==> src/rtl/game_pkg.sv <==
// Shared game constants, FSM state type and board-index helpers for the 2048 tile logic.
// Pure declarations; no latency or flow control.
package game_pkg;

  localparam int          TILE_W    = 21;
  localparam int          NUM_TILES = 16;
  localparam logic [15:0] LFSR_MASK = 16'hB400;

  typedef enum logic {
    IDLE = 1'b0,
    SCAN = 1'b1
  } state_t;

  function automatic logic [3:0] tile_idx(input logic [1:0] row, input logic [1:0] col);
    return {row, col};
  endfunction

  // One Galois step: shift right, fold the mask back in when a 1 falls out.
  function automatic logic [15:0] lfsr_step(input logic [15:0] cur);
    return (cur >> 1) ^ (cur[0] ? LFSR_MASK : 16'h0000);
  endfunction

endpackage

==> src/rtl/tile_spawner_lfsr16.sv <==
// Free-running 16-bit Galois LFSR, one step per cycle; a load takes priority over the step.
// No flow control; a zero load value is replaced by SEED so the register never locks up.
module lfsr16 #(
  parameter logic [15:0] SEED = 16'hACE1
) (
  input  logic        clk,
  input  logic        rst,
  input  logic        load,
  input  logic [15:0] load_val,
  output logic [15:0] q
);
  import game_pkg::*;

  always_ff @(posedge clk) begin
    if (!rst) begin
      q <= SEED;
    end else if (load) begin
      q <= (load_val == 16'h0000) ? SEED : load_val;
    end else begin
      q <= lfsr_step(q);
    end
  end

endmodule

==> src/rtl/tile_spawner.sv <==
// Places a 2 or 4 in a random empty board cell: spawn_valid 1..16 cycles after an accepted start.
// No backpressure: start is taken only in IDLE, ignored while busy, and the write pulse is unconditional.
module tile_spawner #(
  parameter int          TILE_W      = 21,
  parameter logic [15:0] SEED        = 16'hACE1,
  parameter int          FOUR_THRESH = 26
) (
  input  logic                 clk,
  input  logic                 rst,
  input  logic                 start,
  input  logic [16*TILE_W-1:0] board,
  input  logic                 seed_load,
  input  logic [15:0]          seed_in,
  output logic                 busy,
  output logic                 spawn_valid,
  output logic [3:0]           spawn_idx,
  output logic [TILE_W-1:0]    spawn_val,
  output logic                 no_space
);
  import game_pkg::*;

  localparam logic [7:0] THRESH = 8'(FOUR_THRESH);

  state_t              state;
  state_t              state_nxt;
  logic [15:0]         lfsr;
  logic [15:0]         empty;
  logic [15:0]         mask;
  logic [3:0]          pos;
  logic                four;
  logic                hit;
  logic                accept;
  logic [3:0]          idx_q;
  logic [TILE_W-1:0]   val_q;
  logic [TILE_W-1:0]   cur_val;

  lfsr16 #(.SEED(SEED)) u_lfsr (
    .clk      (clk),
    .rst      (rst),
    .load     (seed_load),
    .load_val (seed_in),
    .q        (lfsr)
  );

  // A tile counts as empty only when every bit of its value is zero.
  always_comb begin
    empty = '0;
    for (int i = 0; i < NUM_TILES; i++) begin
      empty[i] = (board[i*TILE_W +: TILE_W] == '0);
    end
  end

  assign accept  = (state == IDLE) && start;
  assign hit     = mask[pos];
  assign cur_val = four ? TILE_W'(4) : TILE_W'(2);

  always_ff @(posedge clk) begin
    if (!rst) begin
      state <= IDLE;
    end else begin
      state <= state_nxt;
    end
  end

  always_comb begin
    state_nxt = state;
    case (state)
      IDLE: if (start && (empty != '0)) state_nxt = SCAN;
      SCAN: if (hit) state_nxt = IDLE;
      default: state_nxt = IDLE;
    endcase
  end

  // Latch from the pre-edge lfsr, so a same-cycle seed_load does not affect this spawn.
  always_ff @(posedge clk) begin
    if (!rst) begin
      mask     <= '0;
      pos      <= '0;
      four     <= 1'b0;
      no_space <= 1'b0;
      idx_q    <= '0;
      val_q    <= '0;
    end else begin
      if (accept) begin
        mask <= empty;
        pos  <= lfsr[3:0];
        four <= (lfsr[11:4] < THRESH);
        if (empty == '0) no_space <= 1'b1;
      end
      if (state == SCAN) begin
        if (hit) begin
          idx_q <= pos;
          val_q <= cur_val;
        end else begin
          pos <= pos + 4'd1;
        end
      end
    end
  end

  always_comb begin
    busy        = (state == SCAN);
    spawn_valid = (state == SCAN) && hit;
    spawn_idx   = spawn_valid ? pos : idx_q;
    spawn_val   = spawn_valid ? cur_val : val_q;
  end

endmodule

==> config.mk <==
export PLATFORM = sky130hd
export DESIGN_NAME = tile_spawner
export DESIGN_NICKNAME = d
export VERILOG_FILES = /design/src/rtl/game_pkg.sv /design/src/rtl/tile_spawner_lfsr16.sv /design/src/rtl/tile_spawner.sv
export SDC_FILE = /design/constraint.sdc
export NUM_CORES = 1
export LEC_CHECK = 0
export BUFFER_PORTS_ARGS = -buffer_cell sky130_fd_sc_hd__buf_2
export CAP_MARGIN = 20
export CORE_AREA = 4 4 147 149
export CTS_BUF_LIST = sky130_fd_sc_hd__clkbuf_4 sky130_fd_sc_hd__clkbuf_8 sky130_fd_sc_hd__clkbuf_16
export DETAILED_ROUTE_END_ITERATION = 6
export DIE_AREA = 0 0 151 153
export PLACE_DENSITY_LB_ADDON = 0.3
export SLEW_MARGIN = 20
export SYNTH_ARGS = -nofsm -noshare
export SYNTH_HDL_FRONTEND = slang
export SYNTH_SLANG_ARGS = --single-unit
==> constraint.sdc <==
create_clock -name clk -period 2 [get_ports clk]
set_input_delay 0.2 -clock clk [delete_from_list [all_inputs] [get_ports clk]]
set_output_delay 0.2 -clock clk [all_outputs]
set_load 0.05 [all_outputs]
* Word level (Yosys, flattened, before mapping)
Index checks and enable logic that the tools add are counted.
** Word-level totals
- Register bits after elaboration :: 64
- Output and inout bits :: 28
- Logic and storage cells :: 51
- Input bits :: 356
** Cells by class
- Add/sub/neg operators :: 1
- Bitwise gates (word level) :: 2
- Reductions and logical operators :: 24
- Mux-type cells :: 14
- Order comparisons :: 2
** Operators with widths (count)
- logical NOT 21 bit :: 16
- 2-to-1 mux 16 bit :: 3
- logical NOT 16 bit :: 2
- 2-to-1 mux 21 bit :: 1
- 2-to-1 mux 4 bit :: 4
- nonzero test 16 bit :: 1
- XOR 15 x 16 -> 16 bit :: 1
- < comparator 8 x 5 -> 1 bit (second input constant) :: 1
- < comparator 4 x 5 -> 1 bit (second input constant) :: 1
- adder 4 x 1 -> 4 bit (second input constant) :: 1
- binary-select mux 1 bit (select 4 bit) :: 1
- AND reduction 2 bit :: 2
- logical AND 1 bit :: 3
- 2-to-1 mux 1 bit :: 3
- 2-to-1 mux 3 bit :: 1
- case mux 1 bit (2 select lines) :: 1
- inverter 1 bit :: 1

* Depth between registers and ports, before layout
Gate-level depths: netlist (run 1).
- Word-level depth :: 5
- Mapped depth :: 7

* Modules after synthesis
Synthesis (run 1) repeated with hierarchy kept, for this count alone.
** Unflattened totals
- Cell total of the unflattened synthesis :: 342
- Area, all modules :: 2862.7 sq um
** Modules (own cells, without submodules)
- tile_spawner :: area an instance 2253.4 sq um, cells an instance 289, sequential area each 580.6 sq um, instances 1
- lfsr16 :: area an instance 609.3 sq um, cells an instance 53, sequential area each 320.3 sq um, instances 1

* Worst setup path before layout (run 1)
OpenSTA, ideal clock, no wires.
- Path kind :: reg-to-reg
- From :: reg pos[1]
- To :: reg val_q[1]
- Path buffers :: 1
- Cell stages (with the launch flop) :: 8
- Path slack :: -0.525 ns
- Setup time :: 0.063 ns
- Data arrival time :: 2.461 ns
- Cells stage by stage :: dfxtp_1 buf_6 mux2i_1 mux4_2 mux2i_4 a21oi_1 a31oi_1 and2_1
** On the way
- Cells in the longest elaborated chain, start to end :: 3
** RTL lines
- start: declaration :: line tile_spawner.sv:29 : logic [3:0] pos;
- start signal: assignment :: line tile_spawner.sv:86 : pos <= lfsr[3:0];
- start signal: assignment :: line tile_spawner.sv:95 : pos <= pos + 4'd1;
- binary-select mux 1 bit (select 4 bit) :: line tile_spawner.sv:54 : assign hit = mask[pos];
- 2-to-1 mux 1 bit (not written as such) :: line tile_spawner.sv:54
- AND reduction 2 bit (no source line)
- end signal: assignment :: line tile_spawner.sv:93 : val_q <= cur_val;
- end: declaration :: line tile_spawner.sv:34 : logic [TILE_W-1:0] val_q;
No other way between the ends. The select of a mux whose other input is x is not followed.
A chain may end at the register's enable or synchronous reset.

* Worst setup path in the final report (run 1)
- From :: reg pos[1]
- To :: out spawn_idx[1]
** On the way
- Cells in the longest elaborated chain, start to end :: 4
** RTL lines
- binary-select mux 1 bit (select 4 bit) :: line tile_spawner.sv:54
- 2-to-1 mux 1 bit (not written as such) :: line tile_spawner.sv:54
- logical AND 1 bit :: line tile_spawner.sv:103 : spawn_valid = (state == SCAN) && hit;
- 2-to-1 mux 4 bit (*) :: line tile_spawner.sv:104 : spawn_idx = spawn_valid ? pos : idx_q;
- end: declaration :: line tile_spawner.sv:16 : output logic [3:0] spawn_idx,
Every way passes the cells marked *; elsewhere a longest branch is shown, timed or not. The select of a mux whose other input is x is not followed.

==> results.ini, run 1 <==
[timing]
finalHoldViolCount=0
layout_min_cycle_time_ns=2.37
fmax_mhz=422
slew_violations=0
tightest_slew_ns=0.935
finalSetupViolCount=10
setup_slack_ns=-0.370
finalSetupTns_ns=-2.42
finalCritPeriodShare_pct=118
relSlewSlack_pct=37.5
clock_skew_ns=0.00581
grt_setup_unrepaired=true
holdWs_ns=0.152

[worst_setup_path]
start_kind=flop
critical_path_class=reg2out
crit_required_ns=1.80
critPathLaunch=pos[1]
rr_startpoint=pos[1]
r2r-end=pos[2]
reg2reg_slack_ns=-0.08
crit_slowest_cell=mux4_2
arrival_ns=2.17
cpLargestDelayFamily=multiplexers
crit_fanout=7
cp.depth=6
cp-end-kind=output pin
slowest_delay_ns=0.53
cp_common_cell=mux2i_4
reg2reg_depth=8
cp_cell_sequence=mux4_2 -> mux2i_4 -> mux2i_4 -> nand2_4 -> mux2_4 -> buf_6
cp-endpoint=spawn_idx[1]
crit_buf_inv=1

[synth]
ys_seq_elements=45
synth_fa_ha_area_share_pct=0.453
ys_async_sr_fraction_pct=0
synth_compound_area_share_pct=9.15
synth.yosys.seq_area_share_pct=32.6
netlist_instances=344
ys_warn_count=0
muxShareOfSynthArea_pct=9.74
synth_area_per_cell_sq_um=8.03
synth_ff_type=dfxtp_1
synth-simple-area-share_pct=38.9
synth_top_family_by_area=simple AND/OR/NAND/NOR gates
ys_types=38
syn_area_sq_mm=0.00276
synth-edff-count=0
synth_xor_area_share_pct=0.952

[grt]
antenna_found_initial=3
grt_pass1_vias=4276
grt_first_pass_wirelength_um=22000
grt_overflow=0
grt_max_degree=19
grt_use_total_pct=12.0

[power]
total_leakage_power_nw=2.52
power.share.sequential_pct=38.0
p_per_area_mw_per_mm2=467
p_total_mw=2.49
ir_worst_vdd_mv=0.325
comb_power_share_pct=23.8
swShare_pct=25.4
power.internal_mw=1.86
power_frac_clock_pct=38.2
p_sw_mw=0.634

[routing]
drt_iter0_markers=114
post_drt_wl_per_cell_um=15.3
dr_total_vias=4170
ant_nets=0
first_pass_iters=4
wl_um=15400
vias_per_cell=4.15
drc=0

[placement]
place_inst=991
portBuffers=364
post-place-ws_ns=-0.182
hpwl_um=14000
routabilityCongestion=0.873

[die]
ios=384
rows=52
die_area_sq_mm=0.0231
fp.coreArea_sq_mm=0.0202
chipWidth_um=151
die_h_um=153
start_util_pct=13.7

[hold_path]
hold_class=in2reg

[cts]
clockBufferDepth=2
htreeDepth=2
cts_buffers=5
cts.clk_slew.worst_paths_ns=0.06
clock-sinks=45
clk_latency_ns=0.28
cts_root_buf=clkbuf_16
hold_buffers=0
cts_tree=done

[job]
maxCapViolCount=0

[cells_and_area]
areaGrowthSynthToFinish_pct=93.4
finalNonFillerCells=1006
layout.nets=1092
diodes=0
drive_above_1_share_pct=57.7

[outcome]
violations=negative setup slack
status=complete, but fails checks

-- cell usage after synthesis, types with 8 or more instances --
library cell	n	area, sq um
o22ai_1	8	50.1
nand2_1	45	169
nand4_1	18	113
clkbuf_1	12	45.0
mux2i_1	12	120
nor3_1	19	95.1
nor2_1	10	37.5
dfxtp_1	45	901
or4_1	16	120
a21oi_1	22	110
nor4_1	72	450
buf_4	19	143
-- how the worst min path moves through the flow --
stage | startpoint | end | slack [ns] | cells past startpoint
2_1_floorplan | seed_in[0] | u_lfsr.q[0] | 0.32 | 2
3_3_place_gp | seed_in[5] | u_lfsr.q[5] | 0.43 | 3
3_5_place_dp | seed_in[5] | u_lfsr.q[5] | 0.44 | 3
4_1_cts | seed_in[5] | u_lfsr.q[5] | 0.15 | 3
5_1_grt | seed_in[5] | u_lfsr.q[5] | 0.15 | 3
6_report | seed_in[5] | u_lfsr.q[5] | 0.15 | 3
-- final cells by class --
cell class,instances,area [sq um]
clock buffers,6,139
clock inverters,2,37.5
fillers,2225,14800
inverters,5,21.3
multi-input cells,279,1750
flip-flops and latches,45,905
well taps,270,338
repair buffers,399,2150
-- state kept, by name, summed over array words and instances (netlist names) --
register / cells
u_lfsr.q: 16
val_q: 2
busy: 1
pos: 4
no_space: 1
mask: 16
idx_q: 4
four: 1
-- through the flow --
stage | utilization, % | area (sq um)
after floorplan | - | 2850
after global placement | 24.9 | 5020
after detailed placement | 24.9 | 5020
after CTS | 26.2 | 5290
after global routing | 26.5 | 5340
final | 26.5 | 5340
-- worst register-to-register path, stage by stage (launching register included) --
cell,delay (ns)
dfxtp_4,0.40
mux4_2,0.54
mux2i_4,0.22
mux2i_4,0.13
buf_4,0.15
buf_6,0.11
nor2_4,0.12
a211oi_1,0.09
a311oi_1,0.23
-- per-layer routing --
layer,vias to the layer above,GRT usage [%],routed length [um]
met5,-,0,14
met4,4,2.37,233
met3,14,2.16,1320
met2,218,21.9,7780
met1,1842,14.7,6040
li1,2092,-,-
-- cell families (layout without fill, tap and decap cells) --
family,Yosys count,after routing
multiplexers,20,20
flip-flops,45,45
other,1,19
AND/OR/NAND/NOR,194,194
XOR/XNOR,3,3
buffers and inverters,38,412
adder cells (fa/ha/maj),1,1
AO/OA/AOI/OAI,42,42
-- power groups by stage --
stage	Sequential, mW	Combinational, mW	Clock (mW)
global placement	0.967	0.586	0
CTS	0.947	0.595	0.973
floorplan	0.965	0.230	0
detailed placement	0.968	0.593	0
global route	0.950	0.651	1.02
finish	0.947	0.593	0.953
-- layout by cell type, fill, tap and decap left out, types with 2 or more instances in the layout --
cell / n
mux2i_4: 2
buf_2: 357
xor2_1: 2
or4_1: 16
o31ai_1: 2
nand3_1: 4
clkbuf_16: 5
nor4_1: 72
nand2_1: 45
o22ai_1: 8
nor2_1: 10
conb_1: 19
buf_4: 30
nor3_1: 18
mux4_2: 3
nand4_1: 18
and2_1: 4
a211oi_1: 2
dfxtp_1: 44
buf_6: 11
inv_1: 4
a21oi_1: 21
mux2i_1: 12
and2_4: 2
mux2_4: 3
-- timing repair --
action | 4_1_cts | 5_1_grt
buffers inserted | 4 | 5
pin swaps | 1 | 4
resized for setup | 19 | 10
endpoints found under the setup margin | 10 | 13
Power figures use the tool's default switching activity.
==> inputs of run 2 (changes only) <==
--- a/config.mk
+++ b/config.mk
@@ -11,7 +11,7 @@
 export CTS_BUF_LIST = sky130_fd_sc_hd__clkbuf_4 sky130_fd_sc_hd__clkbuf_8 sky130_fd_sc_hd__clkbuf_16
 export DETAILED_ROUTE_END_ITERATION = 6
 export DIE_AREA = 0 0 151 153
-export PLACE_DENSITY_LB_ADDON = 0.3
+export PLACE_DENSITY_LB_ADDON = 0.08
 export SLEW_MARGIN = 20
 export SYNTH_ARGS = -nofsm -noshare
 export SYNTH_HDL_FRONTEND = slang
==> run 2 against run 1 <==
Compared with the run above: the run still ends with negative setup slack left; fmax decreased by 0.51%; power shrank 4.3%; cell count about the same; sequential cell count unchanged; clock skew about the same; register-to-register slack got worse by 0.03 ns; count of clock-buffer cells in the layout grew 1; die area is the same; design area is 0.23% lower; routed wire length rose by 7.8%; critical path depth unchanged; critical endpoint is now spawn_idx[2]; largest cell class unchanged.
==> results.ini, run 2 (same netlist as run 1, synthesis figures left out) <==
[timing]
slew_violations=0
fmax_mhz=420
layout_min_cycle_time_ns=2.38
clock_skew_ns=0.00600
grt_setup_unrepaired=true
setup_slack_ns=-0.382
finalSetupViolCount=10
relSlewSlack_pct=62.1
holdWs_ns=0.146
finalHoldViolCount=0
finalCritPeriodShare_pct=119
finalSetupTns_ns=-2.36
tightest_slew_ns=0.564

[worst_setup_path]
cp.depth=6
cp-end-kind=output pin
critPathLaunch=pos[1]
r2r-end=pos[2]
reg2reg_slack_ns=-0.11
cp_cell_sequence=mux2i_1 -> mux4_2 -> mux2i_4 -> nand2_4 -> mux2_4 -> buf_6
rr_startpoint=pos[1]
crit_required_ns=1.80
slowest_delay_ns=0.52
crit_fanout=6
crit_buf_inv=1
start_kind=flop
critical_path_class=reg2out
reg2reg_depth=8
cpLargestDelayFamily=multiplexers
arrival_ns=2.18
crit_slowest_cell=mux4_2
cp-endpoint=spawn_idx[2]

[hold_path]
hold_class=in2reg

[outcome]
status=complete, but fails checks
violations=negative setup slack

[grt]
grt_use_total_pct=13.3
grt_pass1_vias=4510
grt_overflow=0
grt_max_degree=19
antenna_found_initial=5
grt_first_pass_wirelength_um=23700

[placement]
place_inst=991
routabilityCongestion=0.869
hpwl_um=15200
portBuffers=364
dpl-instance-area_sq_mm=0.00504

[die]
die_h_um=153
rows=52
fp.coreArea_sq_mm=0.0202
die_area_sq_mm=0.0231
chipWidth_um=151
ios=384
start_util_pct=13.7

[cts]
cts_buffers=5
cts.clk_slew.worst_paths_ns=0.06
htreeDepth=2
clk_latency_ns=0.28
clock-sinks=45
cts_tree=done
clockBufferDepth=2
hold_buffers=0
cts_root_buf=clkbuf_16

[cells_and_area]
nFillCells=2292
seq_area_sq_um=905
areaGrowthSynthToFinish_pct=92.9
final_common_cell=buf_2
layout_common_cells=buf_2 (357), nor4_1 (72), nand2_1 (45)
finalNonFillerCells=1007
layout.nets=1090
drive_above_1_share_pct=57.8
multi_input_area_sq_mm=0.00177
design_area_sq_mm=0.00533
top_regs=mask: 16 flops, u_lfsr.q: 16 flops

[routing]
dr_total_vias=4179
vias_per_cell=4.15
first_pass_iters=4
drc=0
ant_nets=0
drt_iter0_markers=94
wl_um=16600
post_drt_wl_per_cell_um=16.5

[power]
power_frac_clock_pct=35.4
swShare_pct=26.8
ir_worst_vdd_mv=0.253
power.internal_mw=1.75
power.share.sequential_pct=39.6
p_total_mw=2.39
p_per_area_mw_per_mm2=448
total_leakage_power_nw=2.51
comb_power_share_pct=25.0
p_sw_mw=0.641

[job]
maxCapViolCount=0

-- run 2: changes by cell type in the layout (fill, tap and decap cells not counted), sizes merged --
cell,previous run,this run
clkinvlp,1,0
diode,0,4
clkbuf,6,7
bufinv,1,0
buf,399,397
-- run 2: layer usage --
layer | GRT usage (%) | wire, um
met5 | 0 | 13
met4 | 3.15 | 278
met3 | 3.55 | 1470
met2 | 25.4 | 8730
met1 | 14.2 | 6100
-- run 2: worst min-delay path by stage --
stage | start | endpoint | slack [ns] | cells after the start
after detailed placement | seed_in[6] | u_lfsr.q[6] | 0.44 | 3
final | seed_in[7] | u_lfsr.q[7] | 0.15 | 3
after global routing | seed_in[11] | u_lfsr.q[11] | 0.17 | 3
after floorplan | seed_in[0] | u_lfsr.q[0] | 0.32 | 2
after CTS | seed_in[7] | u_lfsr.q[7] | 0.14 | 3
after global placement | seed_in[7] | u_lfsr.q[7] | 0.43 | 3
-- run 2: timing repair --
item | CTS | global route
buffers inserted | 4 | 2
resized for setup | 19 | 5
pin swaps | 2 | 5
endpoints found under the setup margin | 11 | 14
-- run 2: power groups by stage --
stage / registers, mW / logic, mW / clock network (mW)
finish: 0.945 / 0.597 / 0.845
global route: 0.949 / 0.660 / 0.899
CTS: 0.946 / 0.601 / 0.866
detailed placement: 0.967 / 0.596 / 0
global placement: 0.966 / 0.588 / 0
floorplan: 0.965 / 0.230 / 0
-- run 2: final cells by class --
type,count,share of cell area (%)
multi-input cells,279,33.2
flip-flops and latches,45,17.0
inverters,5,0.352
repair buffers,397,40.2
clock buffers,7,2.75
diodes,4,0.188
well taps,270,6.34
-- run 2: through the flow --
| stage | setup slack [ns] | utilization [%] |
|---|---|---|
| after floorplan | -0.104 | - |
| after global placement | -0.215 | 25.0 |
| after detailed placement | -0.244 | 25.0 |
| after CTS | -0.393 | 26.2 |
| after global routing | -0.449 | 26.4 |
| final | -0.382 | 26.4 |
-- run 2: worst register-to-register path, delay by kind of cell, from the launching register on --
family / cells / cell delay, ns
simple gates: 1 / 0.15
buf+inv: 2 / 0.26
flops: 1 / 0.40
compound gates: 2 / 0.34
mux: 3 / 0.87
